File: config.mk
export PLATFORM = sky130hd
export DESIGN_NAME = ex_operand_stage
export DESIGN_NICKNAME = d
export VERILOG_FILES = /design/src/rtl/pipe_pkg.sv /design/src/rtl/forward_unit.sv /design/src/rtl/ex_operand_stage.sv
export SDC_FILE = /design/constraint.sdc
export NUM_CORES = 1
export LEC_CHECK = 0
export CAP_MARGIN = 20
export CORE_AREA = 2 2 218 220
export DETAILED_ROUTE_END_ITERATION = 8
export DIE_AREA = 0 0 220 222
export PLACE_DENSITY = 0.56
export SLEW_MARGIN = 15
export SYNTH_ARGS = -nofsm -noshare
export SYNTH_HDL_FRONTEND = slang
export SYNTH_SLANG_ARGS = --single-unit
File: constraint.sdc
create_clock -name clk -period 12.5 [get_ports clk]
set_input_delay 1.875 -clock clk [delete_from_list [all_inputs] [get_ports clk]]
set_output_delay 1.875 -clock clk [all_outputs]
set_load 0.005 [all_outputs]
File: src/rtl/pipe_pkg.sv
// Shared pipeline definitions: datapath width, the hardwired zero register,
// the ALU opcode type and the operand-forwarding select encoding.
package pipe_pkg;

  localparam int DATA_W   = 64;
  localparam int ZERO_REG = 31;

  typedef logic [3:0] alu_op_t;

  typedef enum logic [1:0] {
    FWD_REG   = 2'd0,
    FWD_EXMEM = 2'd1,
    FWD_MEMWB = 2'd2
  } fwd_sel_t;

endpackage

File: src/rtl/forward_unit.sv
// Chooses the source of each EX operand: the youngest in-flight producer of
// that register, or the value read from the register file.
module forward_unit
  import pipe_pkg::*;
#(
  parameter int ZERO_REG = pipe_pkg::ZERO_REG
) (
  input  logic [4:0] src1,
  input  logic [4:0] src2,
  input  logic       exmem_reg_write,
  input  logic [4:0] exmem_rd,
  input  logic       memwb_reg_write,
  input  logic [4:0] memwb_rd,
  output fwd_sel_t   sel1,
  output fwd_sel_t   sel2
);

  // EX/MEM is checked first so it wins over MEM/WB on a shared destination.
  function automatic fwd_sel_t pick(input logic [4:0] src);
    fwd_sel_t sel;
    if (src == 5'(ZERO_REG)) begin
      sel = FWD_REG;
    end else if (exmem_reg_write && (exmem_rd == src)) begin
      sel = FWD_EXMEM;
    end else if (memwb_reg_write && (memwb_rd == src)) begin
      sel = FWD_MEMWB;
    end else begin
      sel = FWD_REG;
    end
    return sel;
  endfunction

  assign sel1 = pick(src1);
  assign sel2 = pick(src2);

endmodule

File: src/rtl/ex_operand_stage.sv
// ID/EX pipeline register with load-use stall detection and EX-stage operand
// forwarding from the EX/MEM and MEM/WB producers.
module ex_operand_stage
  import pipe_pkg::*;
#(
  parameter int DATA_W   = pipe_pkg::DATA_W,
  parameter int ZERO_REG = pipe_pkg::ZERO_REG
) (
  input  logic              clk,
  input  logic              reset,
  input  logic              id_valid,
  input  logic [DATA_W-1:0] id_d1,
  input  logic [DATA_W-1:0] id_d2,
  input  logic [4:0]        id_src1,
  input  logic [4:0]        id_src2,
  input  logic [4:0]        id_rd,
  input  logic [DATA_W-1:0] id_imm,
  input  alu_op_t           id_alu_op,
  input  logic              id_alu_src,
  input  logic              id_mem_read,
  input  logic              id_mem_write,
  input  logic              id_reg_write,
  input  logic              id_branch,
  input  logic              flush,
  input  logic              exmem_reg_write,
  input  logic [4:0]        exmem_rd,
  input  logic [DATA_W-1:0] exmem_result,
  input  logic              memwb_reg_write,
  input  logic [4:0]        memwb_rd,
  input  logic [DATA_W-1:0] memwb_data,
  output logic              stall,
  output logic              ex_valid,
  output logic [4:0]        ex_rd,
  output alu_op_t           ex_alu_op,
  output logic              ex_mem_read,
  output logic              ex_mem_write,
  output logic              ex_reg_write,
  output logic              ex_branch,
  output logic [DATA_W-1:0] ex_opa,
  output logic [DATA_W-1:0] ex_opb,
  output logic [DATA_W-1:0] ex_store_data
);

  logic              ex_alu_src;
  logic [4:0]        ex_src1;
  logic [4:0]        ex_src2;
  logic [DATA_W-1:0] ex_d1;
  logic [DATA_W-1:0] ex_d2;
  logic [DATA_W-1:0] ex_imm;
  logic              src2_used;
  fwd_sel_t          sel1;
  fwd_sel_t          sel2;
  logic [DATA_W-1:0] fwd_b;

  assign src2_used = !id_alu_src || id_mem_write || id_branch;

  // A load in EX whose destination feeds the ID instruction needs one bubble.
  always_comb begin
    stall = 1'b0;
    if (!reset && ex_valid && ex_mem_read && (ex_rd != 5'(ZERO_REG)) && id_valid) begin
      stall = (ex_rd == id_src1) || ((ex_rd == id_src2) && src2_used);
    end else begin
      stall = 1'b0;
    end
  end

  // Data fields keep loading during a bubble; only the control is killed.
  always_ff @(posedge clk or posedge reset) begin
    if (reset) begin
      ex_valid     <= 1'b0;
      ex_rd        <= 5'(ZERO_REG);
      ex_alu_op    <= 4'd0;
      ex_alu_src   <= 1'b0;
      ex_mem_read  <= 1'b0;
      ex_mem_write <= 1'b0;
      ex_reg_write <= 1'b0;
      ex_branch    <= 1'b0;
      ex_src1      <= 5'(ZERO_REG);
      ex_src2      <= 5'(ZERO_REG);
      ex_d1        <= '0;
      ex_d2        <= '0;
      ex_imm       <= '0;
    end else begin
      ex_rd      <= id_rd;
      ex_alu_op  <= id_alu_op;
      ex_alu_src <= id_alu_src;
      ex_src1    <= id_src1;
      ex_src2    <= id_src2;
      ex_d1      <= id_d1;
      ex_d2      <= id_d2;
      ex_imm     <= id_imm;
      if (flush || stall) begin
        ex_valid     <= 1'b0;
        ex_mem_read  <= 1'b0;
        ex_mem_write <= 1'b0;
        ex_reg_write <= 1'b0;
        ex_branch    <= 1'b0;
      end else begin
        ex_valid     <= id_valid;
        ex_mem_read  <= id_mem_read;
        ex_mem_write <= id_mem_write;
        ex_reg_write <= id_reg_write;
        ex_branch    <= id_branch;
      end
    end
  end

  forward_unit #(.ZERO_REG(ZERO_REG)) u_fwd (
    .src1            (ex_src1),
    .src2            (ex_src2),
    .exmem_reg_write (exmem_reg_write),
    .exmem_rd        (exmem_rd),
    .memwb_reg_write (memwb_reg_write),
    .memwb_rd        (memwb_rd),
    .sel1            (sel1),
    .sel2            (sel2)
  );

  function automatic logic [DATA_W-1:0] fwd_mux(input fwd_sel_t sel,
                                                input logic [DATA_W-1:0] reg_val);
    logic [DATA_W-1:0] val;
    case (sel)
      FWD_EXMEM: val = exmem_result;
      FWD_MEMWB: val = memwb_data;
      FWD_REG:   val = reg_val;
      default:   val = reg_val;
    endcase
    return val;
  endfunction

  assign ex_opa        = fwd_mux(sel1, ex_d1);
  assign fwd_b         = fwd_mux(sel2, ex_d2);
  assign ex_opb        = ex_alu_src ? ex_imm : fwd_b;
  assign ex_store_data = fwd_b;

endmodule

=== After elaboration in Yosys (flattened, before gate mapping) ===
Index checks and enable logic that the tools add are counted.

* Register bits: 217
* Input port bits: 360
* Output and inout bits: 207
* Logic and storage cells: 56

* Equality and inequality tests: 13
* Muxes and demuxes: 15
* Reductions and logical operators: 15

{| class="wikitable"
|+ Operator list
! kind !! count
|-
| $pmux W64 S2 || 2
|-
| $mux W64 || 1
|-
| $eq A5 B5 Y1 || 6
|-
| $mux W2 || 6
|-
| $eq A5 B5 Y1 const B || 2
|-
| $logic_and A1 B1 Y1 || 9
|-
| $mux W1 || 6
|-
| $ne A5 B5 Y1 const B || 1
|-
| $eq A2 B1 Y1 const B || 2
|-
| $eq A2 B2 Y1 const B || 2
|-
| $logic_or A1 B1 Y1 || 4
|-
| $logic_not A1 Y1 || 2
|}

=== Depth between registers and ports, before layout ===
* Depth in word-level cells: 8
* Depth in mapped cells: 10
* Mapped depth without buffers: 8

=== Cells and area by module ===
From an unflattened synthesis, not the netlist that was laid out.

* Cells, all modules: 805
* Area, all modules: 9,736.8 um2

{| class="wikitable"
|+ By module, submodules not included
! module !! instances !! cells each !! area each (um2) !! sequential area each (um2)
|-
| ex_operand_stage || 1 || 767 || 9,439.1 || 5,449.0
|-
| forward_unit || 1 || 38 || 297.8 || 0.0
|}

=== Worst setup path before layout ===
OpenSTA, ideal clock, no wires.

* Kind: input port to output port
* Start: input port reset
* End: output port stall
* Data arrival time: 7.272 ns
* Required time: 10.625 ns
* Setup slack: 3.353 ns
* Stages: 4
* Buffers on the path: 0
* Cell sequence: inv_1 > nand4_1 > a31oi_1 > and2_1

* Cells in the longest elaborated chain, start to end: 6

{| class="wikitable"
|+ Ends and longest elaborated chain
! what !! RTL line !! text
|-
| from (decl) || ex_operand_stage.sv:10 || <nowiki>input logic reset,</nowiki>
|-
| $logic_not A1 Y1 (no line) || n/a ||
|-
| $logic_and A1 B1 Y1 (4 in a row) || ex_operand_stage.sv:60 || <nowiki>if (!reset && ex_valid && ex_mem_read && (ex_rd != 5'(ZERO_REG)) && id_valid) begin</nowiki>
|-
| $mux W1 || ex_operand_stage.sv:60 ||
|-
| to (decl) || ex_operand_stage.sv:31 || <nowiki>output logic stall,</nowiki>
|}

Every way passes these cells.

=== Final worst setup path ===
* Start: input port exmem_rd[3]
* End: output port ex_opb[3]

* Cells in the longest elaborated chain, start to end: 7
* Elaborated cells on any way between the ends: 8
* Classes of those cells: 3 x eq/ne; 4 x mux; 1 x reduce/logical

{| class="wikitable"
|+ Ends and longest elaborated chain
! what !! RTL line !! text
|-
| from (decl) || ex_operand_stage.sv:26 || <nowiki>input logic [4:0] exmem_rd,</nowiki>
|-
| $eq A5 B5 Y1 (*) || forward_unit.sv:23 || <nowiki>end else if (exmem_reg_write && (exmem_rd == src)) begin</nowiki>
|-
| $logic_and A1 B1 Y1 (*) || forward_unit.sv:23 ||
|-
| $mux W2 (*) || forward_unit.sv:23 ||
|-
| $mux W2 (*) || forward_unit.sv:21 || <nowiki>if (src == 5'(ZERO_REG)) begin</nowiki>
|-
| $eq A2 B2 Y1 / $eq A2 B1 Y1 (equally long branches) || ex_operand_stage.sv:122 || <nowiki>case (sel)</nowiki>
|-
| $pmux W64 S2 (*) || ex_operand_stage.sv:122 ||
|-
| $mux W64 (*) || ex_operand_stage.sv:133 || <nowiki>assign ex_opb = ex_alu_src ? ex_imm : fwd_b;</nowiki>
|-
| to (decl) || ex_operand_stage.sv:40 || <nowiki>output logic [DATA_W-1:0] ex_opb,</nowiki>
|}

Mark *: on every way between the ends. The rest lies on a longest branch, timed or not.

==> flow_metrics.env <==
export IMPL_instances_no_fill=1970
export IMPL_design_area_um2=16200
export IMPL_period_minus_slack_ns=7.86
export IMPL_first_pass_iters=5
export IMPL_synth_edf_count=0
export IMPL_fin_nets=1709
export IMPL_dpl_cell_area_um2=15300
export IMPL_maxSlewViolCount=0
export IMPL_synth_top_area_cell="dfrtp_1"
export IMPL_rows=79
export IMPL_clockPowerShare=0.399
export IMPL_cts_hold_repair_buffers=0
export IMPL_ys_ff_latch=217
export IMPL_post_place_cells=1924
export IMPL_vias=8639
export IMPL_tns_ns=0
export IMPL_ys_types=28
export IMPL_cp_arrival_ns=5.98
export IMPL_max_clock_freq_ghz=0.127
export IMPL_cts_tree="built"
export IMPL_antenna_found_initial=2
export IMPL_crit_type="input pin to primary output"
export IMPL_synth_top_area_frac=0.557
export IMPL_relSlewSlack=0.281
export IMPL_cap_violations=0
export IMPL_status="finished clean"
export IMPL_setup_viol=0
export IMPL_gp_congestion=0.882
export IMPL_fp_coreArea_um2=46300
export IMPL_cp_required_ns=10.62
export IMPL_endpoint_kind="primary output"
export IMPL_cts_made_buffers=26
export IMPL_cts_setup_buffers=0
export IMPL_cts_sink_count=217
export IMPL_drive_gt1_frac=0.0998
export IMPL_peakVddDrop_uv=72.1
export IMPL_cts_resized=0
export IMPL_grt_pass1_vias=9230
export IMPL_finalCritPeriodShare=0.629
export IMPL_power_total_uw=1820
export IMPL_synth_nets=1169
export IMPL_syn_area_per_cell_um2=11.3
export IMPL_grt_use_total=0.163
export IMPL_drt_total_wl_um=41500
export IMPL_drt_iter0_markers=642
export IMPL_leakage_uw=0.00634
export IMPL_die_h_um=222
export IMPL_p_per_area_nw_per_um2=113
export IMPL_power_switching_uw=432
export IMPL_syn_inst=805
export IMPL_grt_overflow=0
export IMPL_io_buffers=566
export IMPL_synth_most_common_cell="dfrtp_1"
export IMPL_clkLatencyLatePin_ns=0.53
export IMPL_p_int_uw=1390
export IMPL_area_delta_synth_final_pct=78.3
export IMPL_route_detailed_wl_per_inst_um=21.1
export IMPL_drc=0
export IMPL_antenna_left=0
export IMPL_clockRootBuffer="clkbuf_16"
export IMPL_finalHoldViolCount=0
export IMPL_p_sw_frac=0.237
export IMPL_synth_commonest_cells="dfrtp_1 (202), nand2_1 (132), o21ai_0 (130)"
export IMPL_dp_hpwl_um=30800
export IMPL_hp_class="register to register"
export IMPL_yosys_warnings=0
export IMPL_grt_pass1_wl_um=59600
export IMPL_path_max_fanout=67
export IMPL_async_reset_ff_frac=1.00
export IMPL_num_antenna_cells=0
export IMPL_path_clk_slew_ns=0.06
export IMPL_htreeDepth=1
export IMPL_netlist_area_um2=9070
export IMPL_power_frac_comb=0.185
export IMPL_pwr_share_seq=0.417
export IMPL_rsz0062_at_grt="false"
export IMPL_viasPerCell=4.39
export IMPL_skew_ns=0.00539
export IMPL_cts_path_max_buffers=3
export IMPL_synth_area_leaders="dfrtp_1 (56%), a22oi_1 (11%), mux2_2 (7.9%)"
export IMPL_ios=567
export IMPL_dieWidth_um=220
export IMPL_ys_flop_type="dfrtp_1"
export IMPL_start_util=0.196
export IMPL_yosysSeqAreaShare=0.601
export IMPL_grt_max_degree=68
export IMPL_startpoint_type="input pin"
export IMPL_tightest_slew_ns=1.08
export IMPL_dieArea_um2=48800
==> cell families after synthesis <==
kind of cell	count (synthesis)	share of synthesized area
AND/OR/NAND/NOR	160	0.0741
XOR/XNOR	30	0.0290
multiplexers	64	0.0794
adder cells (fa/ha/maj)	4	0.00552
flip-flops	217	0.601
AO/OA/AOI/OAI	266	0.183
buffers and inverters	64	0.0288
==> state kept, by name, summed over array words and instances (netlist names) <==
register      count
ex_mem_write      1
ex_imm           64
ex_src1           5
ex_d1            64
ex_src2           5
ex_reg_write      1
ex_d2            64
ex_alu_op         4
ex_mem_read       1
ex_valid          1
ex_rd             5
ex_branch         1
ex_alu_src        1
==> final timing paths <==
check                       startpoint          to  slack, ns  cells after the start
setup / recovery           exmem_rd[3]   ex_opb[3]       4.64                     10
hold / removal                ex_valid   ex_branch       0.78                      3
setup reg to reg              ex_rd[2]    ex_valid      10.95                      4
hold reg to reg               ex_valid   ex_branch       0.78                      3
max in group asynchronous        reset   ex_d1[46]       8.86                      4
min in group asynchronous        reset  ex_imm[21]       1.74                      2
==> cell usage in the layout (no fill, tap or decap), types with 2 or more instances in the layout <==
master / count
ha_4: 2
clkbuf_16: 27
nand2b_1: 5
clkbuf_8: 7
xnor2_1: 12
or4_4: 2
buf_4: 9
nor2b_1: 2
mux2_2: 64
nor4_1: 5
dfrtp_1: 201
and3_1: 2
clkinv_2: 5
nand3_1: 2
nor2_1: 4
nand4_1: 3
a22oi_1: 128
clkbuf_1: 7
dfstp_2: 15
xor2_1: 18
clkdlybuf4s50_1: 566
a21oi_1: 6
o21ai_0: 130
nand2_1: 132
ha_2: 2
==> stage by stage <==
| stage | setup WS [ns] | util | hold WS [ns] |
|---|---|---|---|
| 2_1_floorplan | 3.35 | - | 0.680 |
| 3_3_place_gp | 4.70 | 0.332 | 0.778 |
| 3_5_place_dp | 4.70 | 0.332 | 0.764 |
| 4_1_cts | 4.69 | 0.350 | 0.799 |
| 5_1_grt | 4.45 | 0.350 | 0.827 |
| 6_report | 4.64 | 0.350 | 0.785 |
==> critical path, stage by stage <==
cell	delay [ns]
clkdlybuf4s50_1	0.51
xor2_1	0.18
nor4_1	0.07
and3_1	0.21
or4_4	0.54
ha_4	0.67
buf_4	0.66
o21ai_0	0.35
mux2_2	0.34
clkdlybuf4s50_1	0.44
==> cell type report <==
cell class | instances | area [um^2]
clock inverter | 5 | 25.0
clock buffer | 41 | 798
multi-input combinational | 524 | 3390
inverter | 1 | 11.3
timing repair buffer | 575 | 5730
sequential | 217 | 5450
tap | 607 | 759
fill | 4652 | 30100
==> power groups by stage <==
stage | Clock (uW) | Combinational, uW | Sequential (uW)
floorplan | 0 | 90.0 | 762
global placement | 0 | 336 | 771
detailed placement | 0 | 338 | 771
CTS | 756 | 340 | 759
global route | 786 | 361 | 762
finish | 726 | 336 | 759
==> layer usage <==
| layer | wire length, um | vias to the layer above | GRT usage |
|---|---|---|---|
| met3 | 3810 | 61 | 0.0458 |
| met2 | 20600 | 454 | 0.286 |
| met5 | 13 | - | 0 |
| met4 | 1120 | 2 | 0.0533 |
| li1 | - | 3964 | - |
| met1 | 16000 | 4158 | 0.190 |
Note: power is estimated with default switching activity, not from simulation.
==> patch, RTL diff (same flow settings) <==
Take the reset off `ex_imm` and load it in a clocked block of its own.
--- a/src/rtl/ex_operand_stage.sv
+++ b/src/rtl/ex_operand_stage.sv
@@ -79,7 +79,6 @@
       ex_src2      <= 5'(ZERO_REG);
       ex_d1        <= '0;
       ex_d2        <= '0;
-      ex_imm       <= '0;
     end else begin
       ex_rd      <= id_rd;
       ex_alu_op  <= id_alu_op;
@@ -88,7 +87,6 @@
       ex_src2    <= id_src2;
       ex_d1      <= id_d1;
       ex_d2      <= id_d2;
-      ex_imm     <= id_imm;
       if (flush || stall) begin
         ex_valid     <= 1'b0;
         ex_mem_read  <= 1'b0;
@@ -103,6 +101,10 @@
         ex_branch    <= id_branch;
       end
     end
+  end
+
+  always_ff @(posedge clk) begin
+    ex_imm <= id_imm;
   end
 
   forward_unit #(.ZERO_REG(ZERO_REG)) u_fwd (
Function: same outputs for any inputs over 10 cycles, from zero or initial values and one cycle with reset high; that may be too few to reach the edited logic, so the function may still have changed.
==> patch against the original RTL <==
- clock skew decreased by 0.0040 ns
- setup slack better by 0.064 ns
- non-clock buffer count decreased by 1
- critical path depth unchanged
- first-iteration DRC count decreased by 48%
- global-route usage is 0.61 points lower
- largest power group is now the clock network
- power up 2.1%
- wire length down 3.4%
- sequential cell count did not move
- final area shrank 1.8%
- count of clock-buffer cells in the layout is 1 lower
- combinational power fell by 2%
- area after synthesis shrank 3.5%
- critical endpoint is now ex_opb[21]
==> patch: results <==
[synth]
synthDistinctLibCells = 29
ys_top_cells_by_count = dfrtp_1 (138), nand2_1 (132), o21ai_0 (130), a22oi_1 (128)
seq_area_frac_synth_pct = 58.6
synthTopCellsByArea = dfrtp_1 (39%), dfxtp_1 (15%), a22oi_1 (11%)

[detailed_routing]
vias_per_cell = 4.39
initialDrtViolationCount = 336
first_pass_iters = 5
drt_wl_total_um = 40100

[global_route]
grt_start_max_net_pins = 75
grt_util_all_layers_pct = 15.7
antenna_found_initial = 1
grt_pass1_wl_um = 58100
grt_pass1_vias = 9382

[power]
p_int_mw = 1.41
p_leak_nw = 6.13
peakVddDrop_mv = 0.0932

[setup_path]
crit_path_end = ex_opb[21]
r2r-start = ex_rd[1]$_DFF_PP1_
startpoint = exmem_rd[4]
reg2reg_slack_ns = 10.94
r2r-end = ex_mem_write$_DFF_PP0_
worstPathArrival_ns = 5.92

[timing]
hold_slack_ns = 0.753
skew_ns = 0.00138
slew_headroom_pct = 31.6

[placed_design]
globalplace.congestion = 0.847
dp_hpwl_um = 30000

[clocking]
clkLatencyLatePin_ns = 0.56
cts-buffers-inserted = 27

[status]
outcome = finished, final reports clean

[layout]
drive_gt1_share_pct = 9.89
## patch: metrics by stage
step / worst slack, ns / instance area [um^2] / std cells / power, mW
after floorplan: 4.75 / 8760 / 805 / 0.847
after global placement: 4.70 / 15000 / 1923 / 1.10
after detailed placement: 4.65 / 15000 / 1923 / 1.10
after CTS: 4.66 / 15900 / 1972 / 1.89
after global routing: 4.47 / 15900 / 1972 / 1.94
final: 4.71 / 15900 / 1972 / 1.86
## patch: area by class of cell
type	count	area, um^2
Fill cell	4704	30400
Timing Repair Buffer	574	5730
Sequential cell	217	5130
Multi-Input combinational cell	524	3390
Clock buffer	40	764
Tap cell	607	759
Clock inverter	9	98.8
Inverter	1	8.76
## patch: kinds of logic after synthesis
group,Yosys count,synth area share (%)
AO/OA/AOI/OAI,266,18.9
flip-flops,217,58.6
AND/OR/NAND/NOR,160,7.69
buffers and inverters,64,3.02
multiplexers,64,8.23
XOR/XNOR,30,3.00
adder cells (fa/ha/maj),4,0.572
## patch: routing by layer
metal | vias up | track usage (%) | routed length, um
met3 | 73 | 5.43 | 3870
met2 | 453 | 28.7 | 20200
met5 | - | 0 | 13
met1 | 4159 | 16.3 | 14400
met4 | 2 | 5.91 | 1620
li1 | 3964 | - | -
## patch: critical path, cell delays in order
cell	delay, ns
clkdlybuf4s50_1	0.53
xor2_1	0.17
nor4_1	0.08
and3_4	0.18
or4_4	0.53
ha_4	0.62
buf_4	0.65
o21ai_0	0.36
mux2_2	0.34
clkdlybuf4s50_1	0.44
## patch: power groups by stage
stage	logic (mW)	registers, mW	clock network (mW)
6_report	0.329	0.756	0.774
5_1_grt	0.354	0.759	0.828
4_1_cts	0.334	0.756	0.801
3_5_place_dp	0.332	0.769	0
3_3_place_gp	0.330	0.769	0
2_1_floorplan	0.0871	0.760	0
